--- src/rtl/lcd_writer_pkg.sv ---
// Shared types and constants for the result LCD writer and its BCD converter.
package lcd_writer_pkg;

    typedef enum logic [2:0] {
        StIdle,
        StConv,
        StWaitRdy,
        StSetup,
        StPulse,
        StGap,
        StDone
    } state_e;

    typedef logic [3:0] bcd_digit_t;

    localparam logic [7:0]  ASCII_ZERO  = 8'h30;
    localparam logic [7:0]  ASCII_SPACE = 8'h20;
    localparam logic [7:0]  CMD_DDRAM_L1 = 8'h80;
    localparam int unsigned N_BYTES     = 6;
    localparam int          N_DIGITS    = 5;

    // Character for byte idx 1..5 (msd..lsd); a zero digit is blanked only while every
    // more-significant digit is also zero, and the lsd is never blanked.
    function automatic logic [7:0] digit_char(input logic [2:0]  idx,
                                              input logic [19:0] bcd,
                                              input logic        blank_en);
        bcd_digit_t d;
        logic       lead;
        logic [7:0] ch;
        lead = 1'b1;
        ch   = ASCII_ZERO;
        for (int k = 1; k <= N_DIGITS; k++) begin
            d = bcd[20 - 4*k +: 4];
            if (d != 4'd0) lead = 1'b0;
            if (idx == 3'(k)) begin
                ch = (blank_en && lead && k != N_DIGITS) ? ASCII_SPACE
                                                         : (ASCII_ZERO | {4'h0, d});
            end
        end
        return ch;
    endfunction

endpackage

--- src/rtl/bin2bcd_seq.sv ---
// Sequential 16-bit double-dabble: one shift/add-3 step per cycle, valid pulses after 16 steps.
module bin2bcd_seq
    import lcd_writer_pkg::*;
(
    input  logic        clk,
    input  logic        rst,
    input  logic        load,
    input  logic [15:0] bin,
    output logic        busy,
    output logic        valid,
    output logic [19:0] bcd
);

    logic [15:0] shift_q;
    logic [19:0] work_q;
    logic [19:0] work_d;
    logic [19:0] adj;
    logic [3:0]  step_q;
    bcd_digit_t  dig;

    always_comb begin
        adj = work_q;
        dig = '0;
        for (int i = 0; i < N_DIGITS; i++) begin
            dig = adj[4*i +: 4];
            if (dig > 4'd4) adj[4*i +: 4] = dig + 4'd3;
        end
        work_d = {adj[18:0], shift_q[15]};
    end

    always_ff @(posedge clk or negedge rst) begin
        if (!rst) begin
            shift_q <= '0;
            work_q  <= '0;
            step_q  <= '0;
            busy    <= 1'b0;
            valid   <= 1'b0;
        end else begin
            valid <= 1'b0;
            if (load && !busy) begin
                shift_q <= bin;
                work_q  <= '0;
                step_q  <= '0;
                busy    <= 1'b1;
            end else if (busy) begin
                shift_q <= {shift_q[14:0], 1'b0};
                work_q  <= work_d;
                step_q  <= step_q + 4'd1;
                if (step_q == 4'd15) begin
                    busy  <= 1'b0;
                    valid <= 1'b1;
                end
            end
        end
    end

    assign bcd = work_q;

endmodule

--- src/rtl/result_lcd_writer.sv ---
// Captures a 16-bit result, converts to BCD and writes address + 5 characters to an HD44780 LCD.
// Define LCD_LEADING_BLANK_EN to send leading zero digits as spaces.
module result_lcd_writer
    import lcd_writer_pkg::*;
#(
    parameter int unsigned SETUP_CYC   = 2,
    parameter int unsigned E_PULSE_CYC = 12,
    parameter int unsigned GAP_CYC     = 2000,
    parameter logic [7:0]  LCD_ADDR    = CMD_DDRAM_L1
) (
    input  logic        clk,
    input  logic        rst,
    input  logic        start_i,
    input  logic [15:0] value_i,
    input  logic        lcd_ready_i,
    output logic        busy_o,
    output logic        done_o,
    output logic [19:0] bcd_o,
    output logic [7:0]  lcd_data_o,
    output logic        lcd_rs_o,
    output logic        lcd_rw_o,
    output logic        lcd_e_o
);

`ifdef LCD_LEADING_BLANK_EN
    localparam logic BLANK_EN = 1'b1;
`else
    localparam logic BLANK_EN = 1'b0;
`endif

    localparam int unsigned MAX_SP  = (SETUP_CYC > E_PULSE_CYC) ? SETUP_CYC : E_PULSE_CYC;
    localparam int unsigned MAX_CYC = (MAX_SP > GAP_CYC) ? MAX_SP : GAP_CYC;
    localparam int unsigned CNT_W   = $clog2(MAX_CYC + 1);

    state_e             state_q;
    logic [CNT_W-1:0]   cnt_q;
    logic [2:0]         idx_q;
    logic               conv_busy;
    logic               conv_valid;
    logic [19:0]        conv_bcd;

    // Converter loads straight from value_i on the accepted start, so it doubles as the capture.
    bin2bcd_seq u_bin2bcd (
        .clk   (clk),
        .rst   (rst),
        .load  (state_q == StIdle && start_i),
        .bin   (value_i),
        .busy  (conv_busy),
        .valid (conv_valid),
        .bcd   (conv_bcd)
    );

    always_ff @(posedge clk or negedge rst) begin
        if (!rst) begin
            state_q    <= StIdle;
            cnt_q      <= '0;
            idx_q      <= '0;
            busy_o     <= 1'b0;
            done_o     <= 1'b0;
            bcd_o      <= '0;
            lcd_data_o <= '0;
            lcd_rs_o   <= 1'b0;
            lcd_e_o    <= 1'b0;
        end else begin
            done_o <= 1'b0;
            unique case (state_q)
                StIdle: begin
                    if (start_i) begin
                        busy_o  <= 1'b1;
                        state_q <= StConv;
                    end
                end
                StConv: begin
                    if (conv_valid && !conv_busy) begin
                        bcd_o      <= conv_bcd;
                        idx_q      <= '0;
                        cnt_q      <= '0;
                        lcd_data_o <= LCD_ADDR;
                        lcd_rs_o   <= 1'b0;
                        state_q    <= lcd_ready_i ? StSetup : StWaitRdy;
                    end
                end
                StWaitRdy: begin
                    if (lcd_ready_i) state_q <= StSetup;
                end
                StSetup: begin
                    if (cnt_q == CNT_W'(SETUP_CYC - 1)) begin
                        cnt_q   <= '0;
                        lcd_e_o <= 1'b1;
                        state_q <= StPulse;
                    end else begin
                        cnt_q <= cnt_q + CNT_W'(1);
                    end
                end
                StPulse: begin
                    if (cnt_q == CNT_W'(E_PULSE_CYC - 1)) begin
                        cnt_q   <= '0;
                        lcd_e_o <= 1'b0;
                        state_q <= StGap;
                    end else begin
                        cnt_q <= cnt_q + CNT_W'(1);
                    end
                end
                StGap: begin
                    if (cnt_q == CNT_W'(GAP_CYC - 1)) begin
                        cnt_q <= '0;
                        if (idx_q == 3'(N_BYTES - 1)) begin
                            done_o  <= 1'b1;
                            busy_o  <= 1'b0;
                            state_q <= StDone;
                        end else begin
                            idx_q      <= idx_q + 3'd1;
                            lcd_data_o <= digit_char(idx_q + 3'd1, bcd_o, BLANK_EN);
                            lcd_rs_o   <= 1'b1;
                            state_q    <= StSetup;
                        end
                    end else begin
                        cnt_q <= cnt_q + CNT_W'(1);
                    end
                end
                StDone: begin
                    state_q <= StIdle;
                end
                default: begin
                    state_q <= StIdle;
                end
            endcase
        end
    end

    assign lcd_rw_o = 1'b0;

endmodule

--- config.mk ---
export PLATFORM = sky130hd
export DESIGN_NAME = result_lcd_writer
export DESIGN_NICKNAME = d
export VERILOG_FILES = /design/src/rtl/lcd_writer_pkg.sv /design/src/rtl/bin2bcd_seq.sv /design/src/rtl/result_lcd_writer.sv
export SDC_FILE = /design/constraint.sdc
export NUM_CORES = 1
export LEC_CHECK = 0
export CORE_MARGIN = 3
export CORE_UTILIZATION = 55
export DETAILED_ROUTE_END_ITERATION = 12
export GPL_TIMING_DRIVEN = 1
export PLACE_DENSITY = 0.79
export SYNTH_ARGS = -nofsm -noshare
export SYNTH_HDL_FRONTEND = slang
export SYNTH_HIERARCHICAL = 1
export SYNTH_SLANG_ARGS = --single-unit
--- constraint.sdc ---
create_clock -name clk -period 2.55 [get_ports clk]
set_input_delay 0.51 -clock clk [delete_from_list [all_inputs] [get_ports clk]]
set_output_delay 0.51 -clock clk [all_outputs]
set_load 0.01 [all_outputs]
==> key figures <==
Global route
  • Largest net degree at the start of global routing: 58
  • Total GRT Usage: 20.9%
  • Remaining global-route overflow: 0
  • Antenna violations before repair: 0
  • Global-route wire length before repair: 16.3 mm
  • Via count of the first global-routing pass: 3427

Place
  • Routability cong.: 0.875
  • Placed wire-length estimate: 6.76 mm
  • Number of buffers added on ports: 50

Pwr
  • Max rail drop VDD: 461 µV
  • P_leak: 2.25 nW
  • Power Density: 993 nW/µm²

STA
  • Worst clock skew: 0.0159 ns
  • Final setup vio count: 0
  • Least-Margin Pin Slew: 0.654 ns
  • Highest attainable clock frequency: 0.491 GHz
  • Final critical delay including setup and external delays: 2.04 ns
  • Post-Route Setup TNS: 0 ns
  • Max-slew headroom: 56.4%
  • Final Hold Violating Endpoints: 0
  • Max Slew Vio Count: 0
  • Setup repair after global routing missed its margin: false
  • Hold Worst Slack: 0.163 ns
  • Share of the clock period used by the worst path after layout: 79.9%

Final layout
  • Count of nets after finishing: 520
  • Fill cell total of the finished layout: 622
  • Number of diodes added for antenna fixing: 0
  • Area added between synthesis and finish: 16.3%
  • Share of post-route cells with drive strength above 1: 12.7%

Detailed routing
  • Average vias per placed instance: 5.95
  • DRC: 0
  • Aggregate routed wire length: 9.68 mm
  • Pre-Repair DR Iteration Count: 5
  • Antenna Nets Post-Route: 0
  • Average wire length per cell after detail routing: 16.4 µm
  • Iteration-0 DRC Markers: 192
  • Total via count in the routed design: 3514

CTS
  • Maximum level of the CTS H-tree: 3
  • Number of hold buffers added after CTS: 0
  • Sink count of the clock tree: 88
  • Root buf cell: sky130_fd_sc_hd__clkbuf_8
  • Cts bufs inserted: 9
  • Clock tree from TritonCTS: yes
  • Clock transition at the register clock pins on the worst setup and hold paths after CTS: 0.10 ns
  • Clk_lat worst skew: 0.36 ns
  • Post-CTS setup buffer count: 0
  • Clock buffer depth: 2
  • PostCTS Resize Cnt: 0

Floorplan
  • Overall die width: 96.9 µm
  • Area of the core region: 7890 µm²
  • Top-level port count: 53
  • Height of the die: 96.9 µm
  • Rows: 32
  • Floorplan die area: 9400 µm²
  • Initial Util: 57.7%

Critical path
  • Slowest-stage cell, CP: sky130_fd_sc_hd__and4b_1
  • Terminus of the critical flop-to-flop path: cnt_q[4]
  • Setup crit start kind: flop
  • Worst reg2reg setup slack: 0.51 ns
  • CP required: 2.79 ns
  • Top Family by Delay on Critical Path: simple AND/OR/NAND/NOR gates
  • Largest stage delay, worst path: 0.50 ns
  • CP max FO: 7
  • Critical path arrival: 2.28 ns
  • Worst setup EP type: flop
  • Worst reg2reg path depth: 5
  • Crit path cell chain: nor4_1 > and4b_1 > o211a_4 > o21ai_2 > a22o_1
  • Startpoint of the lowest-slack register-to-register path: cnt_q[8]
  • Buffers and inverters on the worst path: 0
  • Worst Setup SP: cnt_q[8]
  • Category of the critical setup timing path: reg2reg

Yosys
  • Cell type with the highest aggregate area in the netlist: sky130_fd_sc_hd__dfrtp_1
  • Most instantiated cells after synthesis: sky130_fd_sc_hd__dfrtp_1, sky130_fd_sc_hd__o21ai_0, sky130_fd_sc_hd__nand2_1
  • Total of warnings raised by yosys: 6
  • Number of flip-flops and latches in the synthesized netlist: 88
  • Share of async-settable or async-resettable flops after synthesis: 100%
  • Cells after synthesis: 441
  • Most used flip-flop cell after synthesis: sky130_fd_sc_hd__dfrtp_1
  • Number of synthesized flops with an enable pin: 0
  • Mapped Area: 4550 µm²
  • Share of synthesized area occupied by flip-flops and latches: 48.4%
  • Top-area cell type share of the netlist area: 48.4%
  • Biggest area contributors in the synthesized netlist: sky130_fd_sc_hd__dfrtp_1, sky130_fd_sc_hd__o21ai_0, sky130_fd_sc_hd__mux2_2
  • Most common cell in the synthesized netlist: sky130_fd_sc_hd__dfrtp_1
  • Number of different library cells in the post-synthesis netlist: 64
  • Synthesized area divided by synthesized cell count: 10.3 µm²

Min path
  • Hold Crit Class: in2async

Job
  • Number of max-cap violations: 0

Outcome
  • Status: completed
## worst register-to-register path, stage by stage, from the launching register on
cell	delay (ns)
sky130_fd_sc_hd__dfrtp_1	0.44
sky130_fd_sc_hd__nor4_1	0.46
sky130_fd_sc_hd__and4b_1	0.50
sky130_fd_sc_hd__o211a_4	0.28
sky130_fd_sc_hd__o21ai_2	0.06
sky130_fd_sc_hd__a22o_1	0.18
## sequential cells by signal (all words and copies together) (netlist names)
signal	count
bcd_o	20
u_bin2bcd/bcd	20
u_bin2bcd/shift_q	16
cnt_q	11
lcd_data_o	6
u_bin2bcd/step_q	4
idx_q	3
state_q	3
busy_o	1
done_o	1
lcd_e_o	1
u_bin2bcd/busy	1
u_bin2bcd/valid	1
## cell type report
type	count	area [µm²]	area share (%)
multi-input combinational	313	2150	40.7
clock buffer	10	138	2.60
tap	102	128	2.41
timing repair buffer	55	561	10.6
inverter	18	67.6	1.28
clock inverter	5	41.3	0.780
sequential	88	2200	41.6
## layout by cell type, fill, tap and decap left out, types with 6 or more instances in the layout
cell and count:
sky130_fd_sc_hd__nor2_1 13, sky130_fd_sc_hd__clkbuf_8 10, sky130_fd_sc_hd__clkdlybuf4s50_1 49, sky130_fd_sc_hd__inv_1 17, sky130_fd_sc_hd__ha_1 15, sky130_fd_sc_hd__nor3b_1 6
sky130_fd_sc_hd__or3_1 11, sky130_fd_sc_hd__mux2_2 20, sky130_fd_sc_hd__nor2b_1 12, sky130_fd_sc_hd__a21oi_1 12, sky130_fd_sc_hd__nor3_1 9, sky130_fd_sc_hd__dfrtp_1 88
sky130_fd_sc_hd__o21ai_0 50, sky130_fd_sc_hd__o21ai_1 7, sky130_fd_sc_hd__nand3_1 10, sky130_fd_sc_hd__nand2_1 45, sky130_fd_sc_hd__mux2i_1 19
## per-layer routing
metal / GRT usage, % / vias up / wire, µm
met5: 0 / - / 0
li1: - / 1688 / -
met4: 6.48 / 0 / 65
met3: 3.32 / 6 / 358
met1: 27.7 / 1738 / 4310
met2: 35.4 / 82 / 4950
## worst max path at each step
stage,endpoint,cells past startpoint,slack (ns)
after floorplan,cnt_q[10],6,0.70
after global placement,u_bin2bcd/bcd[19],7,0.43
after detailed placement,u_bin2bcd/bcd[19],7,0.42
after CTS,cnt_q[4],5,0.54
after global routing,idx_q[0],5,0.37
final,cnt_q[4],5,0.51
## cell families (layout without fill, tap and decap cells)
| logic type | count (synthesis) | in the layout | synth area share, % |
|---|---|---|---|
| AO/OA/AOI/OAI | 116 | 116 | 16.8 |
| other | 1 | 2 | 0.0825 |
| multiplexers | 39 | 39 | 9.13 |
| buffers and inverters | 41 | 88 | 4.40 |
| AND/OR/NAND/NOR | 138 | 138 | 16.5 |
| adder cells (fa/ha/maj) | 15 | 15 | 4.13 |
| XOR/XNOR | 3 | 3 | 0.578 |
| flip-flops | 88 | 88 | 48.4 |
## stage by stage
stage | instances | utilization, % | area (µm²) | total power [mW] | setup WS, ns
6_report | 591 | 67.1 | 5290 | 5.26 | 0.512
5_1_grt | 591 | 67.1 | 5290 | 5.63 | 0.368
4_1_cts | 591 | 67.1 | 5290 | 5.27 | 0.538
3_5_place_dp | 576 | 64.8 | 5110 | 4.37 | 0.424
3_3_place_gp | 576 | 64.8 | 5110 | 4.26 | 0.433
2_1_floorplan | 442 | - | 4550 | 3.70 | 0.703
## report_power, final
part	internal, mW	total [mW]	switching (mW)
logic	1.02	2.09	1.06
registers	1.80	2.27	0.468
clock network	0.384	0.896	0.512
total	3.21	5.26	2.04
Note: power is estimated with default switching activity, not from simulation.
